## src/rtl/seg7_scan_driver.sv

```systemverilog
`timescale 1ns/1ps
// seg7_scan_driver: time-multiplexed driver for a 4-digit common-anode
// seven-segment display. Software loads a 16-bit hex value and 4 dp bits;
// the block scans digits, decodes hex, optionally blanks leading zeros and
// swaps in new values only at frame boundaries so a frame never tears.
module seg7_scan_driver #(
  parameter int unsigned SCAN_DIV = 50000,
  parameter int unsigned DIV_W    = 16
) (
  input  logic        clk,
  input  logic        reset,
  input  logic        en,
  input  logic        wr,
  input  logic [15:0] wdata,
  input  logic [3:0]  dp_in,
  input  logic        blank_lz,
  output logic [11:0] digi,
  output logic        frame_done
);

  localparam logic [DIV_W-1:0] CNT_LAST = DIV_W'(SCAN_DIV - 1);

  logic [15:0]      shadow_val_q, shadow_val_d;
  logic [3:0]       shadow_dp_q,  shadow_dp_d;
  logic [15:0]      active_val_q, active_val_d;
  logic [3:0]       active_dp_q,  active_dp_d;
  logic             pending_q,    pending_d;
  logic [1:0]       idx_q,        idx_d;
  logic [DIV_W-1:0] cnt_q,        cnt_d;
  logic [11:0]      digi_q,       digi_d;
  logic             frame_done_q, frame_done_d;

  logic scan_last;
  logic frame_end;

  // Active-low segment pattern (g..a) for one hex nibble.
  function automatic logic [6:0] hex_to_seg(input logic [3:0] h);
    logic [6:0] s;
    case (h)
      4'h0: s = 7'h40;
      4'h1: s = 7'h79;
      4'h2: s = 7'h24;
      4'h3: s = 7'h30;
      4'h4: s = 7'h19;
      4'h5: s = 7'h12;
      4'h6: s = 7'h02;
      4'h7: s = 7'h78;
      4'h8: s = 7'h00;
      4'h9: s = 7'h10;
      4'hA: s = 7'h08;
      4'hB: s = 7'h03;
      4'hC: s = 7'h46;
      4'hD: s = 7'h21;
      4'hE: s = 7'h06;
      default: s = 7'h0E;
    endcase
    return s;
  endfunction

  // State registers, async active-high reset.
  always_ff @(posedge clk or posedge reset) begin
    if (reset) begin
      shadow_val_q <= '0;
      shadow_dp_q  <= '0;
      active_val_q <= '0;
      active_dp_q  <= '0;
      pending_q    <= 1'b0;
      idx_q        <= '0;
      cnt_q        <= '0;
      digi_q       <= '1;
      frame_done_q <= 1'b0;
    end else begin
      shadow_val_q <= shadow_val_d;
      shadow_dp_q  <= shadow_dp_d;
      active_val_q <= active_val_d;
      active_dp_q  <= active_dp_d;
      pending_q    <= pending_d;
      idx_q        <= idx_d;
      cnt_q        <= cnt_d;
      digi_q       <= digi_d;
      frame_done_q <= frame_done_d;
    end
  end

  // Scan timing, shadow capture and frame-boundary swap of the active value.
  always_comb begin
    shadow_val_d = shadow_val_q;
    shadow_dp_d  = shadow_dp_q;
    active_val_d = active_val_q;
    active_dp_d  = active_dp_q;
    pending_d    = pending_q;
    idx_d        = idx_q;
    cnt_d        = cnt_q;
    frame_done_d = 1'b0;

    scan_last = (cnt_q == CNT_LAST);
    frame_end = scan_last && (idx_q == 2'd3);

    if (wr) begin
      shadow_val_d = wdata;
      shadow_dp_d  = dp_in;
    end

    if (!en) begin
      // Dark: nothing is on screen, so the new value can go straight through.
      // A write in this very cycle is forwarded so it is not lost if en rises next.
      cnt_d        = '0;
      idx_d        = '0;
      pending_d    = 1'b0;
      active_val_d = wr ? wdata : shadow_val_q;
      active_dp_d  = wr ? dp_in : shadow_dp_q;
    end else begin
      cnt_d        = scan_last ? '0 : cnt_q + DIV_W'(1);
      idx_d        = scan_last ? idx_q + 2'd1 : idx_q;
      frame_done_d = frame_end;
      if (frame_end && (pending_q || wr)) begin
        active_val_d = wr ? wdata : shadow_val_q;
        active_dp_d  = wr ? dp_in : shadow_dp_q;
        pending_d    = 1'b0;
      end else begin
        pending_d    = pending_q | wr;
      end
    end
  end

  // Pin word for the currently selected digit, with leading-zero blanking.
  always_comb begin
    logic [3:0] nib;
    logic       lz3, lz2, lz1;
    logic       blank;
    logic [3:0] anode;

    lz3 = (active_val_q[15:12] == 4'h0);
    lz2 = lz3 && (active_val_q[11:8] == 4'h0);
    lz1 = lz2 && (active_val_q[7:4] == 4'h0);

    case (idx_q)
      2'd0: begin nib = active_val_q[3:0];   blank = 1'b0; end
      2'd1: begin nib = active_val_q[7:4];   blank = lz1;  end
      2'd2: begin nib = active_val_q[11:8];  blank = lz2;  end
      default: begin nib = active_val_q[15:12]; blank = lz3; end
    endcase

    anode = ~(4'b0001 << idx_q);

    if (en) begin
      digi_d = {anode, ~active_dp_q[idx_q],
                (blank_lz && blank) ? 7'h7F : hex_to_seg(nib)};
    end else begin
      digi_d = '1;
    end
  end

  assign digi       = digi_q;
  assign frame_done = frame_done_q;

endmodule

```

## config.mk

```make
export PLATFORM = sky130hd
export DESIGN_NAME = seg7_scan_driver
export DESIGN_NICKNAME = d
export VERILOG_FILES = /design/src/rtl/seg7_scan_driver.sv
export SDC_FILE = /design/constraint.sdc
export NUM_CORES = 1
export LEC_CHECK = 0
export ABC_AREA = 1
export CAP_MARGIN = 20
export CORE_UTILIZATION = 45
export DETAILED_ROUTE_END_ITERATION = 10
export GPL_TIMING_DRIVEN = 0
export PLACE_DENSITY = 0.63
export SETUP_SLACK_MARGIN = 0.3
export SYNTH_ARGS = -nofsm -noshare
export SYNTH_HDL_FRONTEND = slang
export SYNTH_SLANG_ARGS = --single-unit
```

## constraint.sdc

```tcl
create_clock -name clk -period 3.85 [get_ports clk]
set_input_delay 0.385 -clock clk [delete_from_list [all_inputs] [get_ports clk]]
set_output_delay 0.385 -clock clk [all_outputs]
set_load 0.02 [all_outputs]
```

==> impl_metrics.csv <==
group,metric,value,unit
power_and_ir_drop,leakage,2.08,nW
clock_network,post_cts_buffers,0,
floorplan,num_rows,32,
floorplan,die_height,91.0,um
finish,drive_gt1_share,12.1,%
sta,worstMarginPinSlew,0.860,ns
clock_network,cts_root_buf,"clkbuf_8",
sta,relSlewSlack,42.7,%
power_and_ir_drop,switchingPower,0.562,mW
setup_path,cp.arrival,2.43,ns
setup_path,crit_family,"adder cells",
detailed_routing,totalWireLength,7190,um
finish,instances_no_fill,590,
sta,rsz0062_at_grt,"no",
run_status,status,"finished, final reports clean",
setup_path,crit_path_end_kind,"flip-flop",
detailed_routing,final_antenna_net_count,0,
global_routing,track_usage,19.9,%
synth,ys_seq_area_share,51.0,%
clock_network,clkSinkCount,72,
power_and_ir_drop,power_frac_comb,20.5,%
run,drv_cap,0,
setup_path,critical_path.slowest_cell,"dfrtp_1",
sta,worst_hold_slack,0.464,ns
synth,yosys.area_share.adder,4.22,%
global_routing,grt_max_degree,73,
synth,synth_top_family_by_area,"simple AND/OR/NAND/NOR gates",
placement,routabilityCongestion,0.825,
detailed_routing,viasPerCell,4.83,
finish,areaGrowthSynthToFinish,19.8,%
setup_path,cp-start-kind,"flip-flop",
clock_network,cts_tree,"done",
min_path,hp-class,"flip-flop to flip-flop",
global_routing,antenna_found_initial,0,
synth,yosysTopAreaCell,"dfrtp_1",
sta,max_freq,464,MHz
floorplan,fp.dieW,91.0,um
clock_network,clockBufferDepth,2,
detailed_routing,route.detailed.drc,0,
clock_network,ctsHtreeMaxLevel,3,
synth,synth_area,3560,sq um
clock_network,path_clk_slew,0.08,ns
finish,diodes,0,
floorplan,core_region_area,7690,sq um
power_and_ir_drop,p_seq_share,46.7,%
synth,muxShareOfSynthArea,0,%
detailed_routing,dr.pass1.iters,4,
synth,syn_nets,472,
synth,synth_xor_area_share,1.48,%
synth,synthCells,435,
sta,hold_viol_final,0,
synth,synth_compound_area_share,2.71,%
setup_path,cp.buffers_inverters,2,
setup_path,critPathRequiredTime,4.13,ns
synth,synth-simple-area-share,35.3,%
synth,synth.ff_latch_count,72,
placement,io_buffers,37,
synth,synth.distinct_cells,34,
synth,ys_top_cells_by_count,"155 x nand2_1, 60 x dfrtp_1, 58 x nand3_1",
global_routing,grt-ovfl-total,0,
synth,yosysMostFrequentCell,"nand2_1",
global_routing,grt_pass1_vias,2804,
finish,final_nets,520,
setup_path,path_max_fanout,6,
setup_path,crit_path_frequent_cell,"nand2_1",
synth,yosysTopAreaCellShare,42.2,%
clock_network,postCtsHoldBufs,0,
power_and_ir_drop,clkPwrFrac,32.8,%
power_and_ir_drop,switching_share,29.9,%
detailed_routing,avgRoutedWirePerCell,12.2,um
synth,yosysWarnings,0,
placement,hpwl,5230,um
floorplan,die-area,8270,sq um
synth,avgSynthCellArea,8.19,sq um
sta,fin_worst_skew,0.0127,ns
clock_network,cts_resized,0,
global_routing,grt_pass1_wl,13100,um
floorplan,start_util,46.3,%
synth,synth_area_leaders,"dfrtp_1 42%, nand2_1 16%, dfstp_2 8.9%, nand3_1 8.2%, nor2_1 4.3%",
setup_path,critPathKind,"flip-flop to flip-flop",
power_and_ir_drop,vdd_drop_max,263,uV
sta,setup_violations,0,
synth,ys_async_sr_fraction,100,%
detailed_routing,via_count,2851,
sta,slew_viol_final,0,
detailed_routing,drt_iter0_drc,132,
sta,period_share,56.0,%
floorplan,ios,38,
power_and_ir_drop,power_density,440,nW/um^2
finish,fillers,746,
power_and_ir_drop,p_int,1.32,mW
clock_network,clkLatencyLatePin,0.35,ns
sta,min_period,2.16,ns
setup_path,critPathMaxStageDelay,0.45,ns
synth,ys.flop_type,"dfrtp_1",
sta,finalSetupTns,0,ns
synth,synth-edff-count,0,
setup_path,path_cells,"inv_1, ha_1, nand2_1, nand2_1, o21ai_2, inv_1, ha_1, nand3_1, nand2_1, a21oi_1, nand2_1",
placement,dp_cells,574,
clock_network,cts_buffers,9,
## path summary, 6_finish.rpt
path,from,endpoint,slack [ns],depth (start not counted)
worst min register to register,cnt_q[0],cnt_q[0],0.46,1
worst min-delay path,cnt_q[0],cnt_q[0],0.46,1
max in group asynchronous,reset,active_val_q[13],2.73,2
worst max-delay path,idx_q[0],digi[5],1.69,11
min in group asynchronous,reset,idx_q[0],0.55,2
worst max register to register,idx_q[0],digi[5],1.69,11
## per-stage QoR
stage / setup WS [ns] / utilization (%) / instance area (sq um) / power, mW
4_1_cts: 1.69 / 55.5 / 4270 / 1.90
2_1_floorplan: 1.66 / - / 3560 / 1.14
3_5_place_dp: 1.72 / 52.8 / 4060 / 1.28
5_1_grt: 1.47 / 55.5 / 4270 / 2.00
3_3_place_gp: 0.434 / 52.8 / 4060 / 1.27
6_report: 1.69 / 55.5 / 4270 / 1.88
## cell type report
| type | count | area (sq um) | share of cell area, % |
|---|---|---|---|
| clock inverter | 6 | 67.6 | 1.58 |
| tap | 102 | 128 | 2.99 |
| inverter | 28 | 108 | 2.52 |
| clock buffer | 10 | 138 | 3.23 |
| buffer | 14 | 81.3 | 1.91 |
| multi-input combinational | 321 | 1560 | 36.5 |
| timing repair buffer | 37 | 370 | 8.68 |
| sequential | 72 | 1820 | 42.6 |
## worst register-to-register path: stages, from the launching register on
cell and delay (ns):
dfrtp_1 0.45, inv_1 0.14, ha_1 0.31, nand2_1 0.11, nand2_1 0.06, o21ai_2 0.25
inv_1 0.13, ha_1 0.23, nand3_1 0.15, nand2_1 0.07, a21oi_1 0.13, nand2_1 0.06
## sequential cells by signal, indices dropped and copies added (netlist names)
name          count
cnt_q            16
digi             12
pending_q         1
active_val_q     16
idx_q             2
shadow_val_q     16
shadow_dp_q       4
frame_done        1
active_dp_q       4
## layer usage
metal	track usage [%]	vias to the layer above	share of wire (%)
met2	31.1	57	45
li1	-	1481	-
met4	8.07	0	1.9
met5	0	-	0
met3	4.52	11	3.7
met1	26.9	1302	50
## logic make-up after synthesis
family	after synthesis
simple gates	287
flops	72
buf+inv	42
compound gates	16
fa+ha+maj	12
xor+xnor	6
## power by group through the flow
stage / clock (mW) / combinational, mW / sequential, mW
finish: 0.616 / 0.385 / 0.877
global route: 0.667 / 0.446 / 0.886
CTS: 0.631 / 0.388 / 0.877
detailed placement: 0 / 0.386 / 0.891
global placement: 0 / 0.380 / 0.890
floorplan: 0 / 0.229 / 0.915
## placed cells by master, fill, tap and decap left out, types with 4 or more instances in the layout
| master | Yosys | final |
|---|---|---|
| a21oi_1 | 5 | 5 |
| ha_1 | 12 | 12 |
| nor2_1 | 41 | 41 |
| nand3_1 | 58 | 58 |
| nor3_1 | 5 | 5 |
| buf_1 | 4 | 4 |
| buf_2 | 5 | 5 |
| nand2_2 | 7 | 7 |
| dfrtp_1 | 60 | 60 |
| nand2_1 | 155 | 155 |
| o21ai_0 | 4 | 4 |
| dfstp_2 | 12 | 12 |
| inv_1 | 25 | 24 |
| xor2_1 | 6 | 6 |
| clkdlybuf4s50_1 | 0 | 37 |
| nand4_1 | 6 | 6 |
| clkbuf_8 | 0 | 10 |
Power figures use the tool's default switching activity.
